**config.mk**
```make
export PLATFORM = sky130hd
export DESIGN_NAME = unified_mem_arbiter
export DESIGN_NICKNAME = d
export VERILOG_FILES = /design/src/rtl/mem_arb_pkg.sv /design/src/rtl/mem_arb_streak_cnt.sv /design/src/rtl/unified_mem_arbiter.sv
export SDC_FILE = /design/constraint.sdc
export NUM_CORES = 1
export LEC_CHECK = 0
export CAP_MARGIN = 0
export CORE_AREA = 4 4 105 107
export CTS_CLUSTER_DIAMETER = 100
export DETAILED_ROUTE_END_ITERATION = 8
export DIE_AREA = 0 0 109 111
export HOLD_SLACK_MARGIN = 0.06
export MAX_ROUTING_LAYER = met4
export PLACE_DENSITY_LB_ADDON = 0.2
export SYNTH_ARGS = -nofsm -noshare
export SYNTH_HDL_FRONTEND = slang
export SYNTH_SLANG_ARGS = --single-unit
```
**constraint.sdc**
```tcl
create_clock -name clk -period 4.4 [get_ports clk]
set_clock_uncertainty 0.1 [all_clocks]
set_input_delay 0.44 -clock clk [delete_from_list [all_inputs] [get_ports clk]]
set_output_delay 0.44 -clock clk [all_outputs]
set_load 0.01 [all_outputs]
```
**src/rtl/mem_arb_pkg.sv**
```systemverilog
// Shared types and constants for the unified instruction/data memory arbiter.
package mem_arb_pkg;

  localparam int AW_DEF   = 32;
  localparam int DW_DEF   = 32;
  localparam int STREAK_W = 4;
  localparam int WE_W     = 4;

  typedef enum logic [1:0] {
    OWN_NONE = 2'b00,
    OWN_I    = 2'b01,
    OWN_D    = 2'b10
  } owner_e;

  // Which port owns the response that the memory returns next cycle.
  function automatic owner_e owner_of(input logic i_gnt, input logic d_gnt);
    owner_e own;
    if (i_gnt) begin
      own = OWN_I;
    end else if (d_gnt) begin
      own = OWN_D;
    end else begin
      own = OWN_NONE;
    end
    return own;
  endfunction

endpackage

```
**src/rtl/mem_arb_streak_cnt.sv**
```systemverilog
// Saturating count of consecutive data grants taken while fetch was waiting.
module mem_arb_streak_cnt
  import mem_arb_pkg::*;
#(
  parameter int MAX_D_STREAK = 4
) (
  input  logic clk,
  input  logic reset,
  input  logic inc,
  input  logic clr,
  output logic sat
);

  localparam logic [STREAK_W-1:0] MAX_V = STREAK_W'(MAX_D_STREAK);

  logic [STREAK_W-1:0] count_r;
  logic [STREAK_W-1:0] count_nxt_s;

  // Next count: clear wins, increments stop at the limit.
  always_comb begin
    count_nxt_s = count_r;
    if (clr) begin
      count_nxt_s = {STREAK_W{1'b0}};
    end else if (inc && (count_r != MAX_V)) begin
      count_nxt_s = count_r + {{(STREAK_W-1){1'b0}}, 1'b1};
    end else begin
      count_nxt_s = count_r;
    end
  end

  // Streak count register.
  always_ff @(posedge clk or negedge reset) begin
    if (!reset) begin
      count_r <= {STREAK_W{1'b0}};
    end else begin
      count_r <= count_nxt_s;
    end
  end

  assign sat = (count_r == MAX_V);

endmodule

```
**src/rtl/unified_mem_arbiter.sv**
```systemverilog
// Shares one synchronous-read memory between the fetch and load/store ports;
// data has priority, the streak counter bounds how long fetch can be starved.
module unified_mem_arbiter
  import mem_arb_pkg::*;
#(
  parameter int AW           = AW_DEF,
  parameter int DW           = DW_DEF,
  parameter int MAX_D_STREAK = 4
) (
  input  logic              clk,
  input  logic              reset,
  input  logic              i_req,
  input  logic [AW-1:0]     i_addr,
  output logic              i_gnt,
  output logic              i_rvalid,
  output logic [DW-1:0]     i_rdata,
  input  logic              d_req,
  input  logic [AW-1:0]     d_addr,
  input  logic [WE_W-1:0]   d_we,
  input  logic [DW-1:0]     d_wdata,
  output logic              d_gnt,
  output logic              d_rvalid,
  output logic [DW-1:0]     d_rdata,
  output logic              mem_en,
  output logic [AW-1:0]     mem_addr,
  output logic [WE_W-1:0]   mem_we,
  output logic [DW-1:0]     mem_wdata,
  input  logic [DW-1:0]     mem_rdata
);

  logic   i_gnt_s;
  logic   d_gnt_s;
  logic   sat_s;
  logic   inc_s;
  logic   clr_s;
  owner_e owner_r;

  mem_arb_streak_cnt #(
    .MAX_D_STREAK(MAX_D_STREAK)
  ) u_streak (
    .clk   (clk),
    .reset (reset),
    .inc   (inc_s),
    .clr   (clr_s),
    .sat   (sat_s)
  );

  // Grant decision; gated by reset so nothing is granted while it is held low.
  always_comb begin
    i_gnt_s = 1'b0;
    d_gnt_s = 1'b0;
    if (!reset) begin
      i_gnt_s = 1'b0;
      d_gnt_s = 1'b0;
    end else if (i_req && d_req) begin
      i_gnt_s = sat_s;
      d_gnt_s = !sat_s;
    end else begin
      i_gnt_s = i_req;
      d_gnt_s = d_req;
    end
    inc_s = d_gnt_s & i_req;
    clr_s = i_gnt_s | !i_req;
  end

  // Memory request mux; an idle cycle drives all-zero so the bus is quiet.
  always_comb begin
    mem_en    = 1'b0;
    mem_addr  = {AW{1'b0}};
    mem_we    = {WE_W{1'b0}};
    mem_wdata = {DW{1'b0}};
    case ({i_gnt_s, d_gnt_s})
      2'b10: begin
        mem_en   = 1'b1;
        mem_addr = i_addr;
      end
      2'b01: begin
        mem_en    = 1'b1;
        mem_addr  = d_addr;
        mem_we    = d_we;
        mem_wdata = d_wdata;
      end
      default: begin
        mem_en    = 1'b0;
        mem_addr  = {AW{1'b0}};
        mem_we    = {WE_W{1'b0}};
        mem_wdata = {DW{1'b0}};
      end
    endcase
  end

  // Response owner: remembers who was granted so the read data is routed back.
  always_ff @(posedge clk or negedge reset) begin
    if (!reset) begin
      owner_r <= OWN_NONE;
    end else begin
      owner_r <= owner_of(i_gnt_s, d_gnt_s);
    end
  end

  assign i_gnt    = i_gnt_s;
  assign d_gnt    = d_gnt_s;
  assign i_rvalid = (owner_r == OWN_I);
  assign d_rvalid = (owner_r == OWN_D);
  assign i_rdata  = i_rvalid ? mem_rdata : {DW{1'b0}};
  assign d_rdata  = d_rvalid ? mem_rdata : {DW{1'b0}};

endmodule

```
Word-level counts from Yosys, hierarchy flattened
Cells that the tools add are included.

cells by class
  magnitude comparators = 0
  shifts and indexed selects = 0
  div/mod/pow operators = 0
  multiply operators = 0
  equality and inequality tests = 6
  add/sub/neg operators = 1
  reduce and logical (&&, ||, !) cells = 6
  bitwise operators = 2
  muxes and demuxes = 14

operators with widths
  kind                                                    count
  two-way mux 32 bit                                      3
  case mux 32 bit (2 select lines)                        1
  two-way mux 4 bit                                       3
  two-way mux 1 bit                                       5
  adder 4 x 1 -> 4 bit (second input constant)            1
  equality test 2 x 1 -> 1 bit (second input constant)    2
  equality test 2 bit (second input constant)             2
  equality test 4 x 3 -> 1 bit (second input constant)    1
  two-way mux 2 bit                                       2
  inequality test 4 x 3 -> 1 bit (second input constant)  1
  logical AND 1 bit                                       2
  zero test 1 bit                                         2
  nonzero test 2 bit                                      1
  OR reduction 2 bit                                      1
  bitwise AND 1 bit                                       1
  bitwise OR 1 bit                                        1

storage, ports and cells
  memory bits (read-only) = 0
  bits in latches = 0
  input bits = 136
  memories = 0
  flip-flop bits (word level) = 6
  memory bits (writable) = 0

Depth between registers and ports, before layout
Gate-level depths: netlist (run 1).

  depth after elaboration = 8
  depth in mapped cells = 9
  mapped depth without buffers = 8

By module
A second synthesis (run 1) with hierarchy kept.

unflattened totals
  cell total of the unflattened synthesis = 226
  area, all modules = 1752.9 um^2

by module, submodules not included
  module               area each (um^2)  times used  cells each  sequential area each (um^2)
  unified_mem_arbiter  1519.0            1           202         50.0
  mem_arb_streak_cnt   234.0             1           24          100.1

Least setup slack after synthesis (run 1)
Ideal clock, no wire load.

  kind = register to output
  start = register u_streak.count_r[0]
  end = output port mem_addr[0]
  slack = 1933 ps
  arrival time = 1927 ps
  cell stages (with the launch flop) = 10
  data required time = 3860 ps
  buffers on the path = 1
  path through = dfrtp_1 -> inv_1 -> ha_1 -> and3b_1 -> nand2_1 -> and3_1 -> ha_1 -> clkbuf_1 -> a22oi_1 -> nor2_1

between the ends
  longest elaborated chain between the ends = 6

RTL lines
  item                                                                 RTL line                   RTL
  from (decl)                                                          mem_arb_streak_cnt.sv:16   logic [STREAK_W-1:0] count_r;
  from (signal assigned)                                               mem_arb_streak_cnt.sv:34   count_r <= {STREAK_W{1'b0}};
  from (signal assigned)                                               mem_arb_streak_cnt.sv:36   count_r <= count_nxt_s;
  equality test 4 x 3 -> 1 bit (*)                                     mem_arb_streak_cnt.sv:40   assign sat = (count_r == MAX_V);
  zero test 1 bit (*)                                                  unified_mem_arbiter.sv:57  d_gnt_s = !sat_s;
  two-way mux 1 bit (*)                                                unified_mem_arbiter.sv:55  end else if (i_req && d_req) begin
  two-way mux 1 bit (*)                                                unified_mem_arbiter.sv:52  if (!reset) begin
  named net d_gnt                                                      unified_mem_arbiter.sv:21  output logic d_gnt,
  equality test 2 x 1 -> 1 bit or equality test 2 bit (tied branches)  unified_mem_arbiter.sv:72  case ({i_gnt_s, d_gnt_s})
  case mux 32 bit (2 select lines) (*)                                 unified_mem_arbiter.sv:72
  to (decl)                                                            unified_mem_arbiter.sv:25  output logic [AW-1:0] mem_addr,

The timed path passes the listed nets; every way through them passes the cells marked *.

Worst setup path in the final report (run 1)
  start = input port reset
  end = output port mem_wdata[20]

between the ends
  longest elaborated chain between the ends = 3

RTL lines
  item                              RTL line                   RTL
  from (decl)                       unified_mem_arbiter.sv:11  input logic reset,
  two-way mux 1 bit                 unified_mem_arbiter.sv:52
  equality test 2 x 1 -> 1 bit (*)  unified_mem_arbiter.sv:72
  two-way mux 32 bit (*)            unified_mem_arbiter.sv:72
  to (decl)                         unified_mem_arbiter.sv:27  output logic [DW-1:0] mem_wdata,

Every way passes the cells marked *; elsewhere a longest branch is shown, timed or not.

==> metrics.yaml, run 1 <==
logic_synthesis:
  muxShareOfSynthArea: 0
  synthSimpleGateAreaFrac: 0.597
  synthAdderAreaFrac: 0.0437
  syn_nets: 363
  synth_xor_xnor_area_share: 0
  netlist_area_um2: 1430
  synth_area_per_cell_um2: 6.45
  synth_warnings: 0
  yosysUniqueCellTypes: 21
  synth-seq-cells: 6
  synth_compound_area_frac: 0.196
  syn_inst: 222
  ys_seq_area_frac: 0.105
  synth_top_family_by_area: "simple AND/OR/NAND/NOR gates"
grt:
  antenna_found_initial: 0
  gr-total-overflow: 0
  first_global_vias: 2507
  grtUsageTotal: 0.132
  grt_max_degree: 37
  grt_pass1_wl_mm: 12.5
critical_path:
  start_kind: "primary input"
  rrSetupSlack_ns: 2.51
  endpoint_kind: "output port"
  crit_arrival_ns: 2.99
  cp.required_ns: 3.86
  crit_type: "in -> out"
  cp_max_fo: 36
route:
  vias_per_cell: 4.08
  drc_errors: 0
  drtPass1Iterations: 4
  first_iter_violations: 101
  antenna_left: 0
  wl_per_cell_um: 14.2
  wirelength_mm: 8.77
  via_count: 2526
clock_network:
  clk_pin_slew_worst_paths_ns: 0.04
  cts_tree: "yes"
  post_cts_buffers: 0
  htree_num_levels: 1
  cts_buffer_depth: 2
  worstSkewPairLatency_ns: 0.22
  cts_resized: 0
  numCtsBuffers: 3
  cts-hold-fix-buffers: 0
  clock-sinks: 6
  cts_root_buf: "clkbuf_8"
die:
  coreArea_um2: 10100
  rows: 37
  io_pins: 273
  start_util: 0.141
  dieArea_um2: 12100
  die_x_um: 109
  die_y_um: 111
timing:
  final_max_slew_viol_count: 0
  relSlewSlack: 0.440
  min_period_over_period: 0.803
  fmax_mhz: 283
  fin_tns_setup_ns: 0
  rsz0062_at_grt: "no"
  worstMarginPinSlew_ns: 0.840
  final.min_clock_period_ns: 3.53
  setup-violations-final: 0
  hold_viol: 0
power:
  ir_drop_mv: 0.0765
  powerDensity_nw_per_um2: 104
  leakage_nw: 1.63
placement:
  numPortBuffers: 272
  dp_hpwl_mm: 7.47
  gp_congestion: 0.825
  postPlaceCellArea_um2: 4290
worst_hold_path:
  min_path_type: "in -> async"
cells_and_area:
  diodes: 0
  design_area_um2: 4330
  nets: 626
  drive_above_1_share: 0.0166
  fillerInstances: 1017
  synthToLayoutAreaGrowth_pct: 202
outcome:
  outcome: "completed"
run:
  maxCapViolCount: 0
[registers in the layout, summed over array words and instances (netlist names)]
signal and count:
owner_r 2, u_streak.count_r 4
[through the flow]
step                power (mW)  utilization  cells  hold WS (ns)  setup slack (ns)
global placement         0.369        0.423    616         0.405             0.854
CTS                      0.459        0.427    619         0.428             0.816
global route             0.480        0.427    619         0.475             0.598
finish                   0.452        0.427    619         0.438             0.867
floorplan                0.148            -    222        0.0444              1.93
detailed placement       0.371        0.423    616         0.420             0.825
[critical path, cell delays in order]
cell,delay [ns]
clkdlybuf4s50_1,0.75
and3_1,0.28
ha_1,0.72
and2_1,0.23
clkdlybuf4s50_1,0.56
[synth_stat cells]
cell        n  area share
inv_1       3      0.0079
a22oi_1    32        0.17
nor2_1     33       0.086
nand3b_1    1      0.0052
a21boi_0    1      0.0052
a21oi_1     1      0.0035
and3_1      4       0.017
and2_1    100        0.44
or3_1       1      0.0044
ha_1        5       0.044
clkbuf_1   17       0.045
nand2_1     2      0.0052
and3b_1     1      0.0061
o211a_1     1      0.0070
a31oi_1     2      0.0087
o21ai_0     1      0.0035
nand2b_1    2      0.0087
buf_2       2      0.0070
nand3_1     5       0.017
nor2b_1     2      0.0087
dfrtp_1     6        0.10
[cells by family after synthesis]
family | Yosys count
and+or+nand+nor | 151
AOI/OAI and AO/OA | 38
buffers and inverters | 22
DFF | 6
adders and majority gates | 5
[report_power, final]
group	switching, mW	internal (mW)
registers	0.000974	0.0569
logic	0.104	0.206
clock network	0.0257	0.0590
total	0.131	0.321
[routing by layer]
layer,vias to the layer above,wire [µm],GRT usage
met5,-,0,-
met4,0,170,0.0396
met3,10,979,0.0315
met2,149,4560,0.257
met1,1104,3070,0.125
li1,1263,-,-
[placed cells by master (no fill, tap or decap)]
cell | Yosys | final
a21oi_1 | 1 | 1
ha_1 | 5 | 5
a21boi_0 | 1 | 1
nor2_1 | 33 | 33
and3_1 | 4 | 4
and3b_1 | 1 | 1
inv_1 | 3 | 3
clkbuf_8 | 0 | 3
o211a_1 | 1 | 1
clkdlybuf4s50_1 | 0 | 272
or3_1 | 1 | 1
nand3b_1 | 1 | 1
o21ai_0 | 1 | 1
a22oi_1 | 32 | 32
nand2_1 | 2 | 2
buf_4 | 0 | 5
nand3_1 | 5 | 5
nor2b_1 | 2 | 2
dfrtp_1 | 6 | 6
a31oi_1 | 2 | 2
nand2b_1 | 2 | 2
and2_1 | 100 | 100
[cell type report]
type                    count  area [µm²]  area share
well taps                 136         170      0.0393
inverters                   3        11.3     0.00260
repair buffers            277        2760       0.637
multi-input cells         194        1200       0.277
flip-flops and latches      6         150      0.0347
clock buffers               3        41.3     0.00953
[final timing paths]
| kind | start | end | cells past startpoint |
|---|---|---|---|
| worst min register to register | u_streak.count_r[2]$_DFFE_PN0P_ | u_streak.count_r[2]$_DFFE_PN0P_ | 1 |
| max in group asynchronous | reset | owner_r[1]$_DFF_PN0_ | 1 |
| min in group clk | u_streak.count_r[2]$_DFFE_PN0P_ | u_streak.count_r[2]$_DFFE_PN0P_ | 1 |
| worst min-delay path | reset | owner_r[0]$_DFF_PN0_ | 1 |
| worst max-delay path | reset | mem_wdata[20] | 5 |
| worst max register to register | u_streak.count_r[0]$_DFFE_PN0P_ | owner_r[1]$_DFF_PN0_ | 7 |
Power figures use the tool's default switching activity.
==> run 2: changes to the inputs <==
--- a/config.mk
+++ b/config.mk
@@ -6,10 +6,10 @@
 export NUM_CORES = 1
 export LEC_CHECK = 0
 export CAP_MARGIN = 0
-export CORE_AREA = 4 4 105 107
+export CORE_AREA = 4 4 104 106
 export CTS_CLUSTER_DIAMETER = 100
 export DETAILED_ROUTE_END_ITERATION = 8
-export DIE_AREA = 0 0 109 111
+export DIE_AREA = 0 0 108 110
 export HOLD_SLACK_MARGIN = 0.06
 export MAX_ROUTING_LAYER = met4
 export PLACE_DENSITY_LB_ADDON = 0.2
==> constraint.sdc (replaced) <==
create_clock -name clk -period 3.6 [get_ports clk]
set_clock_uncertainty 0.1 [all_clocks]
set_input_delay 0.36 -clock clk [delete_from_list [all_inputs] [get_ports clk]]
set_output_delay 0.36 -clock clk [all_outputs]
set_load 0.01 [all_outputs]
==> metrics.yaml, run 2 (synthesis gave the netlist of run 1 again) <==
outcome:
  outcome: "completed"
clock_network:
  cts-hold-fix-buffers: 0
  htree_num_levels: 1
  numCtsBuffers: 3
  cts_buffer_depth: 2
  cts_resized: 0
  cts_root_buf: "clkbuf_8"
  clock-sinks: 6
  clk_pin_slew_worst_paths_ns: 0.04
  cts_tree: "yes"
  worstSkewPairLatency_ns: 0.22
  post_cts_buffers: 0
placement:
  postPlaceCellArea_um2: 4300
  gp_congestion: 0.849
  dp_slack_ns: 0.430
  dp_hpwl_mm: 7.61
  numPortBuffers: 272
  place_inst: 615
critical_path:
  cp.required_ns: 3.14
  crit_arrival_ns: 2.78
  cp_max_fo: 30
  start_kind: "register"
  crit_type: "reg -> out"
  endpoint_kind: "output port"
  reg2reg_depth: 6
cells_and_area:
  ff_latch_area_um2: 150
  fin_cells: 618
  multiInputGateArea_um2: 1200
  reg.largest.list: "u_streak.count_r: 4 flops, owner_r: 2 flops"
  nets: 628
  synthToLayoutAreaGrowth_pct: 203
  fillerInstances: 1009
  design_area_um2: 4340
  top_register: "u_streak.count_r"
  layout_common_cells: "clkdlybuf4s50_1, and2_1, nor2_1"
  diodes: 0
  post-route-util: 0.444
  layout_commonest_cell: "clkdlybuf4s50_1"
  largest_reg_flops: 4
  drive_above_1_share: 0.0206
die:
  coreArea_um2: 9770
  io_pins: 273
  start_util: 0.147
  rows: 36
  dieArea_um2: 11900
  die_x_um: 108
  die_y_um: 110
grt:
  first_global_vias: 2490
  antenna_found_initial: 0
  grt_pass1_wl_mm: 12.7
  grt_max_degree: 37
  gr-total-overflow: 0
  grtUsageTotal: 0.137
power:
  ir_drop_mv: 0.0876
  leakage_nw: 1.64
  power.total_mw: 0.552
  powerDensity_nw_per_um2: 127
timing:
  fin_tns_setup_ns: 0
  worst_slack_ns: 0.355
  relSlewSlack: 0.775
  final.min_clock_period_ns: 3.24
  final_max_slew_viol_count: 0
  rsz0062_at_grt: "no"
  hold_viol: 0
  min_period_over_period: 0.901
  worstMarginPinSlew_ns: 0.338
  setup-violations-final: 0
  fmax_mhz: 308
  whs_ns: 0.304
route:
  via_count: 2522
  drc_errors: 0
  drtPass1Iterations: 4
  vias_per_cell: 4.08
  antenna_left: 0
  wirelength_mm: 8.90
  first_iter_violations: 83
  wl_per_cell_um: 14.4
worst_hold_path:
  min_path_type: "in -> async"
run:
  maxCapViolCount: 0
-- run 2: changes by cell type in the layout (fill, tap and decap cells not counted), sizes merged --
cell | previous run | this run
buf | 5 | 7
-- run 2: final timing paths --
kind	slack, ns	startpoint	endpoint
worst max-delay path	0.36	u_streak.count_r[0]$_DFFE_PN0P_	mem_addr[0]
worst min-delay path	0.30	reset	owner_r[0]$_DFF_PN0_
worst max register to register	1.98	u_streak.count_r[0]$_DFFE_PN0P_	owner_r[1]$_DFF_PN0_
worst min register to register	0.42	u_streak.count_r[2]$_DFFE_PN0P_	u_streak.count_r[2]$_DFFE_PN0P_
max in group asynchronous	2.71	reset	u_streak.count_r[3]$_DFFE_PN0P_
min in group clk	0.42	u_streak.count_r[2]$_DFFE_PN0P_	u_streak.count_r[2]$_DFFE_PN0P_
-- run 2: per-layer routing --
metal | routed length, µm | vias to the layer above | GRT usage
li1 | - | 1261 | -
met1 | 3160 | 1112 | 0.145
met2 | 4820 | 145 | 0.268
met3 | 849 | 4 | 0.0285
met4 | 74 | 0 | 0.0225
met5 | 0 | - | -
-- run 2: final cells by class --
cell class                      instances  share of cell area
Sequential cell                         6              0.0346
Inverter                                3             0.00259
Clock buffer                            3             0.00951
Tap cell                              133              0.0383
Multi-Input combinational cell        194               0.276
Timing Repair Buffer                  279               0.639
-- run 2: worst max-delay path, stage by stage, from the launching register on --
cell	delay, ns
dfrtp_1	0.38
inv_1	0.07
ha_1	0.21
and3b_1	0.20
nand2_1	0.08
and3_1	0.21
ha_1	0.23
buf_4	0.33
a22oi_1	0.15
nor2_1	0.12
clkdlybuf4s50_1	0.56
-- run 2: report_power, final --
| group | switching, mW | total, mW | internal [mW] |
|---|---|---|---|
| Combinational | 0.129 | 0.382 | 0.253 |
| Clock | 0.0280 | 0.0998 | 0.0718 |
| Sequential | 0.00112 | 0.0707 | 0.0696 |
| Total | 0.158 | 0.552 | 0.394 |
==> run 3: changes to the inputs <==
--- a/config.mk
+++ b/config.mk
@@ -5,14 +5,15 @@
 export SDC_FILE = /design/constraint.sdc
 export NUM_CORES = 1
 export LEC_CHECK = 0
+export ABC_CLOCK_PERIOD_IN_PS = 3600
 export CAP_MARGIN = 0
 export CORE_AREA = 4 4 104 106
 export CTS_CLUSTER_DIAMETER = 100
 export DETAILED_ROUTE_END_ITERATION = 8
 export DIE_AREA = 0 0 108 110
-export HOLD_SLACK_MARGIN = 0.06
 export MAX_ROUTING_LAYER = met4
 export PLACE_DENSITY_LB_ADDON = 0.2
+export SKIP_LAST_GASP = 1
 export SYNTH_ARGS = -nofsm -noshare
 export SYNTH_HDL_FRONTEND = slang
 export SYNTH_SLANG_ARGS = --single-unit
==> results of run 3 <==
The final DEF is identical to that of run 2; final timing and power are the same.
